### src/rtl/upower_pkg.sv
// Shared widths, the fetch FSM state encoding and the default end-of-program
// marker for the uPower datapath.
package upower_pkg;

  localparam int INSN_W = 32;
  localparam int PC_W   = 32;

  // An all-zero word marks the end of the program.
  localparam logic [INSN_W-1:0] HALT_INSN_DEFAULT = '0;

  typedef enum logic [1:0] {
    FS_IDLE   = 2'd0,
    FS_FETCH  = 2'd1,
    FS_HALTED = 2'd2
  } fetch_state_t;

endpackage

### src/rtl/upower_if_id_reg.sv
// IF/ID pipeline register: holds one fetched instruction and its PC for the
// decoder.
//
// Handshake: the word in instr/pc is transferred on every clock edge where
// valid && ready. valid never drops without a transfer, except on flush.
// While valid && !ready, instr, pc and valid all hold. A load may replace a
// word in the same cycle it is transferred. flush wins over load and drops
// the held word whether or not it is being transferred that cycle.
module upower_if_id_reg
  import upower_pkg::*;
(
  input  logic              clk,
  input  logic              rst,
  input  logic              flush,
  input  logic              load,
  input  logic              ready,
  input  logic [INSN_W-1:0] instr_d,
  input  logic [PC_W-1:0]   pc_d,
  output logic              valid,
  output logic [INSN_W-1:0] instr,
  output logic [PC_W-1:0]   pc
);

  // Flush beats load. A load refills the register. Otherwise a transfer empties it.
  always_ff @(posedge clk or posedge rst) begin
    if (rst) begin
      valid <= 1'b0;
      instr <= '0;
      pc    <= '0;
    end else if (flush) begin
      valid <= 1'b0;
    end else if (load) begin
      valid <= 1'b1;
      instr <= instr_d;
      pc    <= pc_d;
    end else if (valid && ready) begin
      valid <= 1'b0;
    end
  end

endmodule

### src/rtl/upower_fetch_unit.sv
// Fetch stage: owns the PC and drives the word address to the combinational
// instruction memory. It feeds the IF/ID register and handles branch
// redirects, decoder back-pressure and end-of-program halt.
module upower_fetch_unit
  import upower_pkg::*;
#(
  parameter logic [PC_W-1:0]   RESET_PC   = '0,
  parameter int unsigned       IMEM_DEPTH = 3,
  parameter logic [INSN_W-1:0] HALT_INSN  = HALT_INSN_DEFAULT
) (
  input  logic              clk,
  input  logic              rst,
  input  logic              start,
  output logic [PC_W-1:0]   imem_addr,
  input  logic [INSN_W-1:0] imem_data,
  input  logic              redirect_valid,
  input  logic [PC_W-1:0]   redirect_target,
  output logic              if_valid,
  output logic [INSN_W-1:0] if_instr,
  output logic [PC_W-1:0]   if_pc,
  input  logic              id_ready,
  output logic              halted,
  output logic [31:0]       fetch_count,
  output logic [1:0]        fetch_state
);

  localparam logic [1:0] IDLE   = FS_IDLE;
  localparam logic [1:0] FETCH  = FS_FETCH;
  localparam logic [1:0] HALTED = FS_HALTED;

  logic [1:0]      state, state_next;
  logic [PC_W-1:0] pc, pc_next;
  logic            redirect_take;
  logic            fire;
  logic            past_end;
  logic            is_halt;
  logic            load;

  // A redirect outside IDLE overrides everything else, including a stalled word.
  assign redirect_take = redirect_valid && (state != IDLE);
  // The register has room when it is empty or its word leaves this cycle.
  assign fire          = (state == FETCH) && (!if_valid || id_ready) && !redirect_valid;
  assign past_end      = pc >= PC_W'(IMEM_DEPTH);
  assign is_halt       = imem_data == HALT_INSN;
  // Words past the end of memory and the halt marker are never forwarded.
  assign load          = fire && !past_end && !is_halt;

  assign imem_addr   = pc;
  assign halted      = state == HALTED;
  assign fetch_state = state;

  // Next-state and next-PC selection. Redirect first, then per-state behaviour.
  always_comb begin
    state_next = state;
    pc_next    = pc;
    if (redirect_take) begin
      state_next = FETCH;
      pc_next    = redirect_target;
    end else begin
      case (state)
        IDLE: begin
          if (start) state_next = FETCH;
        end
        FETCH: begin
          if (fire) begin
            if (load) pc_next = pc + PC_W'(1);
            else      state_next = HALTED;
          end
        end
        default: ;
      endcase
    end
  end

  // FSM state and PC registers.
  always_ff @(posedge clk or posedge rst) begin
    if (rst) begin
      state <= IDLE;
      pc    <= RESET_PC;
    end else begin
      state <= state_next;
      pc    <= pc_next;
    end
  end

  // Count every word handed to the decoder, in any state. The count wraps.
  always_ff @(posedge clk or posedge rst) begin
    if (rst) fetch_count <= '0;
    else if (if_valid && id_ready) fetch_count <= fetch_count + 32'd1;
  end

  upower_if_id_reg u_if_id (
    .clk     (clk),
    .rst     (rst),
    .flush   (redirect_take),
    .load    (load),
    .ready   (id_ready),
    .instr_d (imem_data),
    .pc_d    (pc),
    .valid   (if_valid),
    .instr   (if_instr),
    .pc      (if_pc)
  );

endmodule

### config.mk
export PLATFORM = sky130hd
export DESIGN_NAME = upower_fetch_unit
export DESIGN_NICKNAME = d
export VERILOG_FILES = /design/src/rtl/upower_pkg.sv /design/src/rtl/upower_if_id_reg.sv /design/src/rtl/upower_fetch_unit.sv
export SDC_FILE = /design/constraint.sdc
export NUM_CORES = 1
export LEC_CHECK = 0
export ABC_AREA = 1
export BUFFER_PORTS_ARGS = -buffer_cell sky130_fd_sc_hd__buf_2
export CAP_MARGIN = 30
export CORE_MARGIN = 1
export CORE_UTILIZATION = 50
export DETAILED_ROUTE_END_ITERATION = 12
export PLACE_DENSITY = 0.83
export SLEW_MARGIN = 20
export SYNTH_ARGS = -nofsm -noshare
export SYNTH_HDL_FRONTEND = slang
export SYNTH_SLANG_ARGS = --single-unit
### constraint.sdc
create_clock -name clk -period 6.24 [get_ports clk]
set_clock_uncertainty 0.1 [all_clocks]
set_input_delay 1.248 -clock clk [delete_from_list [all_inputs] [get_ports clk]]
set_output_delay 1.248 -clock clk [all_outputs]
set_load 0.03 [all_outputs]
==> summary.txt, run 1 <==
STA
  • Final Max Slew Viols: 0
  • # setup viols final: 0
  • Normalized max-slew margin: 0.551
  • RSZ-0062 raised after global routing: false
  • Fin crit share: 0.453
  • Hold WS: roughly 380 ps
  • Tightest Pin Transition: slightly below 700 ps
  • Shortest period the worst path allows: 2820 ps
  • Setup tns final: 0 ps
  • Final hold vios: 0
  • Fmax: between 300 and 400 MHz

Worst hold path
  • Worst hold path type: flip-flop to flip-flop
  • Hold Startpoint: u_if_id.instr[28]$_DFFE_PP0P_

Routing
  • Vias per cell: 4.79
  • DRT Pass-1 Iters: 4
  • DRT Wirelength: 14100 um
  • Drt drc: 0
  • Routed Antenna Nets: 0
  • DR vias: 5132
  • DR iter-0 viols: 280
  • Routed length per placed instance: 13.2 um

Final layout
  • Multi-input gate area: 2120 um2
  • Register area: 3280 um2
  • Area Growth Syn to Fin: 30.8%
  • Share of cells above drive strength 1: 0.265
  • Ant. Diodes: 0
  • Final Net Count: 988
  • Filler instances: 945

CTS
  • H-Tree Depth: 4
  • CTS clk-pin slew, worst paths: 60 ps
  • Post-CTS setup buffer count: 0
  • Worst-case clock buffer depth: 2
  • Post-CTS sizing: 0
  • Worst skew pair latency: 410 ps
  • TritonCTS clock tree: done
  • Clock root cell: clkbuf_16
  • Hold_buf cts: 0
  • Clock tree sinks: 131
  • TritonCTS buffer count: 17

Critical path
  • Worst Setup SP: imem_data[23]
  • WP data arrival: 2990 ps
  • Worst flop-to-flop path startpoint: imem_addr[0]$_DFFE_PP0P_
  • Critical path class: input port to flip-flop
  • Worst setup EP type: flip-flop
  • CP required: 6400 ps
  • Crit-path max FO: 60
  • Worst setup SP type: input port

Die
  • Chip height: 111 um
  • Starting Density: 0.514
  • Rows: 39
  • DIE WIDTH: between 100 and 150 um
  • DIE AREA: 12200 um2
  • Core area: 11500 um2
  • Ports: between 200 and 250

Synthesis
  • FF+latch count, synth: around 130
  • Top FF cell, synth: dfrtp_1
  • Share of the synthesized area in the top cell type: 0.556
  • Most common library cells after synthesis: nand2_1, dfrtp_1, inv_1
  • Seq/Total Area, Yosys: 0.556
  • Top-count cell post-synth: nand2_1
  • Synthesized Nets: 782
  • Leading area contributor after synthesis: dfrtp_1
  • Synth async-reset ratio: 1.00
  • Syn avg cell area: ~8.3 um2
  • Synth warnings: 0
  • Post-Synthesis Cells: between 700 and 800
  • Synth cell types: 29
  • Synthesized area: 5900 um2
  • Number of synthesized flops with an enable pin: 0
  • Top cells by area, synth: dfrtp_1, nand2_1, inv_1

Global routing
  • Total congestion overflow: 0
  • All-layer global routing usage: 0.244
  • Largest net degree at the start of global routing: 80
  • Number of global-route vias before repair: 5105
  • Initial antenna violation count: 0
  • First-pass GRT wire length: 23900 um

Placement
  • Port Buffers: 200
  • Post-DP HPWL: between 10000 and 15000 um
  • Final GP Congestion: 0.904

Job
  • Maxcap violations: 0

Power and ir drop
  • Pleak: around 4.3 nW
  • Maximum vdd drop: 0.000234 V
  • Cell Pwr Density: between 300 and 400 nW/um2

Status
  • Status: completed
[where the power goes]
part	leakage, nW	switching [mW]	internal (mW)
registers	1.57	0.0937	0.939
logic	2.39	0.408	0.169
clock network	0.322	0.361	0.758
total	4.28	0.863	1.87
[state kept, by name, summed over array words and instances (netlist names)]
register	count
imem_addr	32
fetch_count	32
u_if_id.valid	1
fetch_state	2
u_if_id.instr	32
u_if_id.pc	32
[routing by layer]
metal / global-route usage / vias to the layer above / part of all wire
met5: 0 / - / 0
met3: 0.0730 / 27 / 0.057
met2: 0.413 / 166 / 0.49
li1: - / 2589 / -
met1: 0.294 / 2350 / 0.43
met4: 0.0924 / 0 / 0.022
[path summary, 6_finish.rpt]
check | slack (ps) | depth (start not counted) | to
worst max register to register | 3840 | 10 | u_if_id.instr[0]$_DFFE_PP0P_
min in group asynchronous | 730 | 2 | fetch_count[5]$_DFFE_PP0P_
worst min-delay path | 380 | 2 | u_if_id.instr[28]$_DFFE_PP0P_
worst min register to register | 380 | 2 | u_if_id.instr[28]$_DFFE_PP0P_
max in group asynchronous | 4320 | 3 | fetch_state[1]$_DFFE_PP0P_
worst max-delay path | 3420 | 10 | u_if_id.instr[0]$_DFFE_PP0P_
[metrics by stage]
step                      area [um2]   util  power, mW  worst slack (ps)  std cells
after detailed placement        7020  0.612       1.62              3010       1040
after global placement          7020  0.612       1.61              3050       1040
after CTS                       7690  0.670       2.75              3420       1071
final                           7710  0.673       2.73              3420       1072
after global routing            7710  0.673       2.86              3150       1072
after floorplan                 5900      -       1.42              1390        711
[layout by cell type (no fill, tap or decap), types with 4 or more instances in the layout]
master | synthesis | layout
mux2i_1 | 10 | 10
dfrtp_1 | 131 | 131
clkbuf_16 | 0 | 17
buf_2 | 6 | 200
inv_1 | 106 | 105
nand3_1 | 36 | 36
bufinv_16 | 0 | 6
xor2_1 | 15 | 15
nor2_1 | 104 | 103
nor2_2 | 3 | 4
o21ai_0 | 13 | 13
xnor2_1 | 9 | 9
nand4_1 | 14 | 14
nand2_1 | 204 | 204
buf_4 | 1 | 4
o21ai_1 | 20 | 20
nor3_1 | 11 | 11
[cell families after synthesis]
group	Yosys count	synth area share
fa+ha+maj	2	0.00424
buf+inv	125	0.0853
flops	131	0.556
xor+xnor	24	0.0356
compound gates	36	0.0310
mux	10	0.0170
simple gates	383	0.271
[critical path, stage by stage]
cell	delay, ps
buf_2	90
inv_1	80
nand2_1	60
nor2_1	80
nand2_1	50
nor2_1	140
nand2_1	140
nand3_2	350
buf_4	550
o21ai_0	180
[layout make-up]
class,instances,share of cell area
flip-flops and latches,131,0.425
multi-input cells,455,0.275
repair buffers,205,0.137
clock buffers,18,0.0569
inverters,107,0.0524
clock inverters,13,0.0300
well taps,143,0.0232
No activity file was read; power rests on OpenSTA's default activity.
==> inputs of run 2 (changes only) <==
- ABC_AREA: 1 -> 0
- CORE_UTILIZATION: 50 -> 44
- PLACE_DENSITY: 0.83 -> 0.79
- clock period: 6.24 -> 2.5 ns (I/O delays scaled with it)
==> summary.txt, run 2 <==
STA
  • Final hold vios: 0 (unchanged)
  • RSZ-0062 raised after global routing: false (unchanged)
  • # setup viols final: 0 (unchanged)
  • Normalized max-slew margin: 0.633 (was 0.551)
  • Tightest Pin Transition: 549 ps (was 672 ps)
  • Setup tns final: 0 ps (unchanged)
  • Fin crit share: 0.873
  • Final Max Slew Viols: 0 (unchanged)
  • Shortest period the worst path allows: 2180 ps
  • Fmax: approximately 460 MHz

Critical path
  • CP required: 2690 ps (was 6400 ps)
  • Crit-path max cell delay: 390 ps (was 550 ps)
  • Worst path top cell family by delay: simple AND/OR/NAND/NOR gates (unchanged)
  • Worst setup EP type: flip-flop (unchanged)
  • Crit-path max FO: 64 (was 60)
  • Worst setup SP type: flip-flop (was input port)
  • CP Buf/Inv Count: 1 (was 3)
  • Critical path class: flip-flop to flip-flop (was input port to flip-flop)
  • Worst path cell trace: nor4_1 -> and4_1 -> o2111a_2 -> buf_12 -> mux2_2 (was buf_2 -> inv_1 -> nand2_1 -> nor2_1 -> nand2_1 -> nor2_1 -> nand2_1 -> nand3_2 -> buf_4 -> o21ai_0)
  • WP data arrival: 2370 ps (was 2990 ps)
  • CP max stage cell: dfrtp_1 (was buf_4)

CTS
  • Post-CTS sizing: 0 (unchanged)
  • Post-CTS setup buffer count: 0 (unchanged)
  • H-Tree Depth: 4 (unchanged)
  • Worst-case clock buffer depth: 2 (unchanged)
  • Clock tree sinks: 131 (unchanged)
  • CTS clk-pin slew, worst paths: 60 ps (about the same)
  • TritonCTS clock tree: done (unchanged)
  • Worst skew pair latency: 410 ps (about the same)
  • Hold_buf cts: 0 (unchanged)
  • Clock root cell: clkbuf_16 (unchanged)
  • TritonCTS buffer count: 17 (unchanged)

Die
  • Chip height: 110 um (was 111 um)
  • Rows: 39 (unchanged)
  • DIE AREA: 12100 um2 (was 12200 um2)
  • DIE WIDTH: 110 um (was 111 um)
  • Core area: 11400 um2 (was 11500 um2)
  • Starting Density: 0.451 (was 0.514)
  • Ports: 201 (unchanged)

Global routing
  • All-layer global routing usage: 0.199 (was 0.244)
  • First-pass GRT wire length: 17900 um (was 23900 um)
  • Initial antenna violation count: 0 (unchanged)
  • Total congestion overflow: 0 (unchanged)
  • Number of global-route vias before repair: 3691 (was 5105)
  • Largest net degree at the start of global routing: 65 (was 80)

Routing
  • DRT Pass-1 Iters: 4 (unchanged)
  • Vias per cell: 5.00 (was 4.79)
  • DR iter-0 viols: 136 (was 280)
  • Drt drc: 0 (unchanged)
  • DR vias: 3697 (was 5132)
  • Routed length per placed instance: 15.5 um (was 13.2 um)
  • Routed Antenna Nets: 0 (unchanged)
  • DRT Wirelength: 11500 um (was 14100 um)

Power and ir drop
  • Pleak: 3.73 nW (was 4.28 nW)
  • Maximum vdd drop: 0.000646 V (was 0.000234 V)
  • Cell Pwr Density: 817 nW/um2 (was 354 nW/um2)

Synthesis
  • Post-Synthesis Cells: 371 (was 711)
  • Top-count cell post-synth: dfrtp_1 (was nand2_1)
  • Synth async-reset ratio: 1.00 (unchanged)
  • FF+latch count, synth: 131 (unchanged)
  • Leading area contributor after synthesis: dfrtp_1 (unchanged)
  • Synthesized Nets: 442 (was 782)
  • Share of the synthesized area in the top cell type: 0.637 (was 0.556)
  • Synth warnings: 0 (unchanged)
  • Synth cell types: 35 (was 29)
  • Top FF cell, synth: dfrtp_1 (unchanged)
  • Top cells by area, synth: dfrtp_1, mux2_2, nor2b_1 (was dfrtp_1, nand2_1, inv_1)
  • Seq/Total Area, Yosys: 0.637 (was 0.556)
  • Synthesized area: 5150 um2 (was 5900 um2)
  • Syn avg cell area: 13.9 um2 (was 8.29 um2)
  • Number of synthesized flops with an enable pin: 0 (unchanged)
  • Most common library cells after synthesis: dfrtp_1, mux2_2, nor2b_1 (was nand2_1, dfrtp_1, inv_1)

Placement
  • Port Buffers: 200 (unchanged)
  • Post-DP HPWL: 8390 um (was 10200 um)
  • Final GP Congestion: 0.784 (was 0.904)

Final layout
  • Core Util, Final: 0.606 (was 0.673)
  • Multi-input gate area: 1760 um2 (was 2120 um2)
  • Final Net Count: 655 (was 988)
  • Ant. Diodes: 0 (unchanged)
  • Register area: 3280 um2 (unchanged)
  • Share of cells above drive strength 1: 0.521 (was 0.265)
  • Commonest non-fill, non-tap cell in the layout: buf_2 (was nand2_1)
  • Commonest cells after routing, fill and taps aside: buf_2, dfrtp_1, mux2_2 (was nand2_1, buf_2, dfrtp_1)
  • Area Growth Syn to Fin: 34.4% (was 30.8%)
  • Filler instances: 933 (was 945)

Job
  • Maxcap violations: 0 (unchanged)

Worst hold path
  • Worst hold path type: input port to asynchronous set/reset pin (was flip-flop to flip-flop)

Status
  • Status: completed (unchanged)
run 2: cell types whose count changed in the layout (fill, tap and decap cells not counted), moves of 12 or more:
cell     before  now
nand3_1      36   12
xnor2_1       9   21
o21ai_1      20    0
inv_1       105    7
mux2_2        0   65
o21ai_0      13    0
nor2_1      103   15
nor2b_1       0   32
nand2_1     204   11
run 2: routing by layer:
metal	GRT usage	vias up	routed length, um
met5	0	-	0
met4	0.0930	0	172
met3	0.0688	13	791
met2	0.321	138	5640
met1	0.240	1827	4880
li1	-	1719	-
run 2: cell families (layout without fill, tap and decap cells):
| logic type | after synthesis | count (layout) | share of synthesized area |
|---|---|---|---|
| buffers and inverters | 20 | 246 | 0.0226 |
| adder cells (fa/ha/maj) | 2 | 2 | 0.00486 |
| multiplexers | 66 | 66 | 0.144 |
| flip-flops | 131 | 131 | 0.637 |
| AND/OR/NAND/NOR | 113 | 113 | 0.129 |
| XOR/XNOR | 31 | 31 | 0.0527 |
| AO/OA/AOI/OAI | 8 | 8 | 0.0102 |
run 2: power breakdown:
part / total, mW / internal [mW] / switching [mW]
clock: 2.41 / 1.51 / 0.892
combinational: 0.839 / 0.305 / 0.534
sequential: 2.41 / 2.27 / 0.137
total: 5.65 / 4.09 / 1.56
run 2: path summary, 6_finish.rpt:
path,start,to,slack [ps],cells past startpoint
worst max-delay path,imem_addr[21]$_DFFE_PP0P_,u_if_id.instr[20]$_DFFE_PP0P_,320,5
worst min-delay path,rst,u_if_id.instr[17]$_DFFE_PP0P_,40,2
worst max register to register,imem_addr[21]$_DFFE_PP0P_,u_if_id.instr[20]$_DFFE_PP0P_,320,5
worst min register to register,fetch_count[31]$_DFFE_PP0P_,fetch_count[31]$_DFFE_PP0P_,370,1
max in group asynchronous,rst,u_if_id.instr[14]$_DFFE_PP0P_,1610,3
min in group clk,redirect_valid,fetch_state[1]$_DFFE_PP0P_,190,2
run 2: worst register-to-register path, delay by kind of cell (launching register included):
| kind | cells | cell delay, ps |
|---|---|---|
| buffers and inverters | 1 | 290 |
| multiplexers | 1 | 420 |
| AND/OR/NAND/NOR | 2 | 600 |
| AO/OA/AOI/OAI | 1 | 260 |
| flip-flops | 1 | 390 |
run 2: final cells by class:
cell class | instances | area share
clock inverter | 13 | 0.0195
sequential | 131 | 0.474
inverter | 8 | 0.00488
timing repair buffer | 206 | 0.157
multi-input combinational | 220 | 0.254
tap | 143 | 0.0258
clock buffer | 19 | 0.0654
run 2: through the flow:
step	worst slack (ps)	cell area [um2]	cells	power, mW	hold slack (ps)
3_3_place_gp	201	6330	708	3.26	351
3_5_place_dp	119	6330	708	3.29	373
5_1_grt	150	6920	740	5.89	59.9
2_1_floorplan	277	5150	371	2.97	463
6_report	319	6920	740	5.65	41.9
4_1_cts	307	6920	740	5.73	27.6
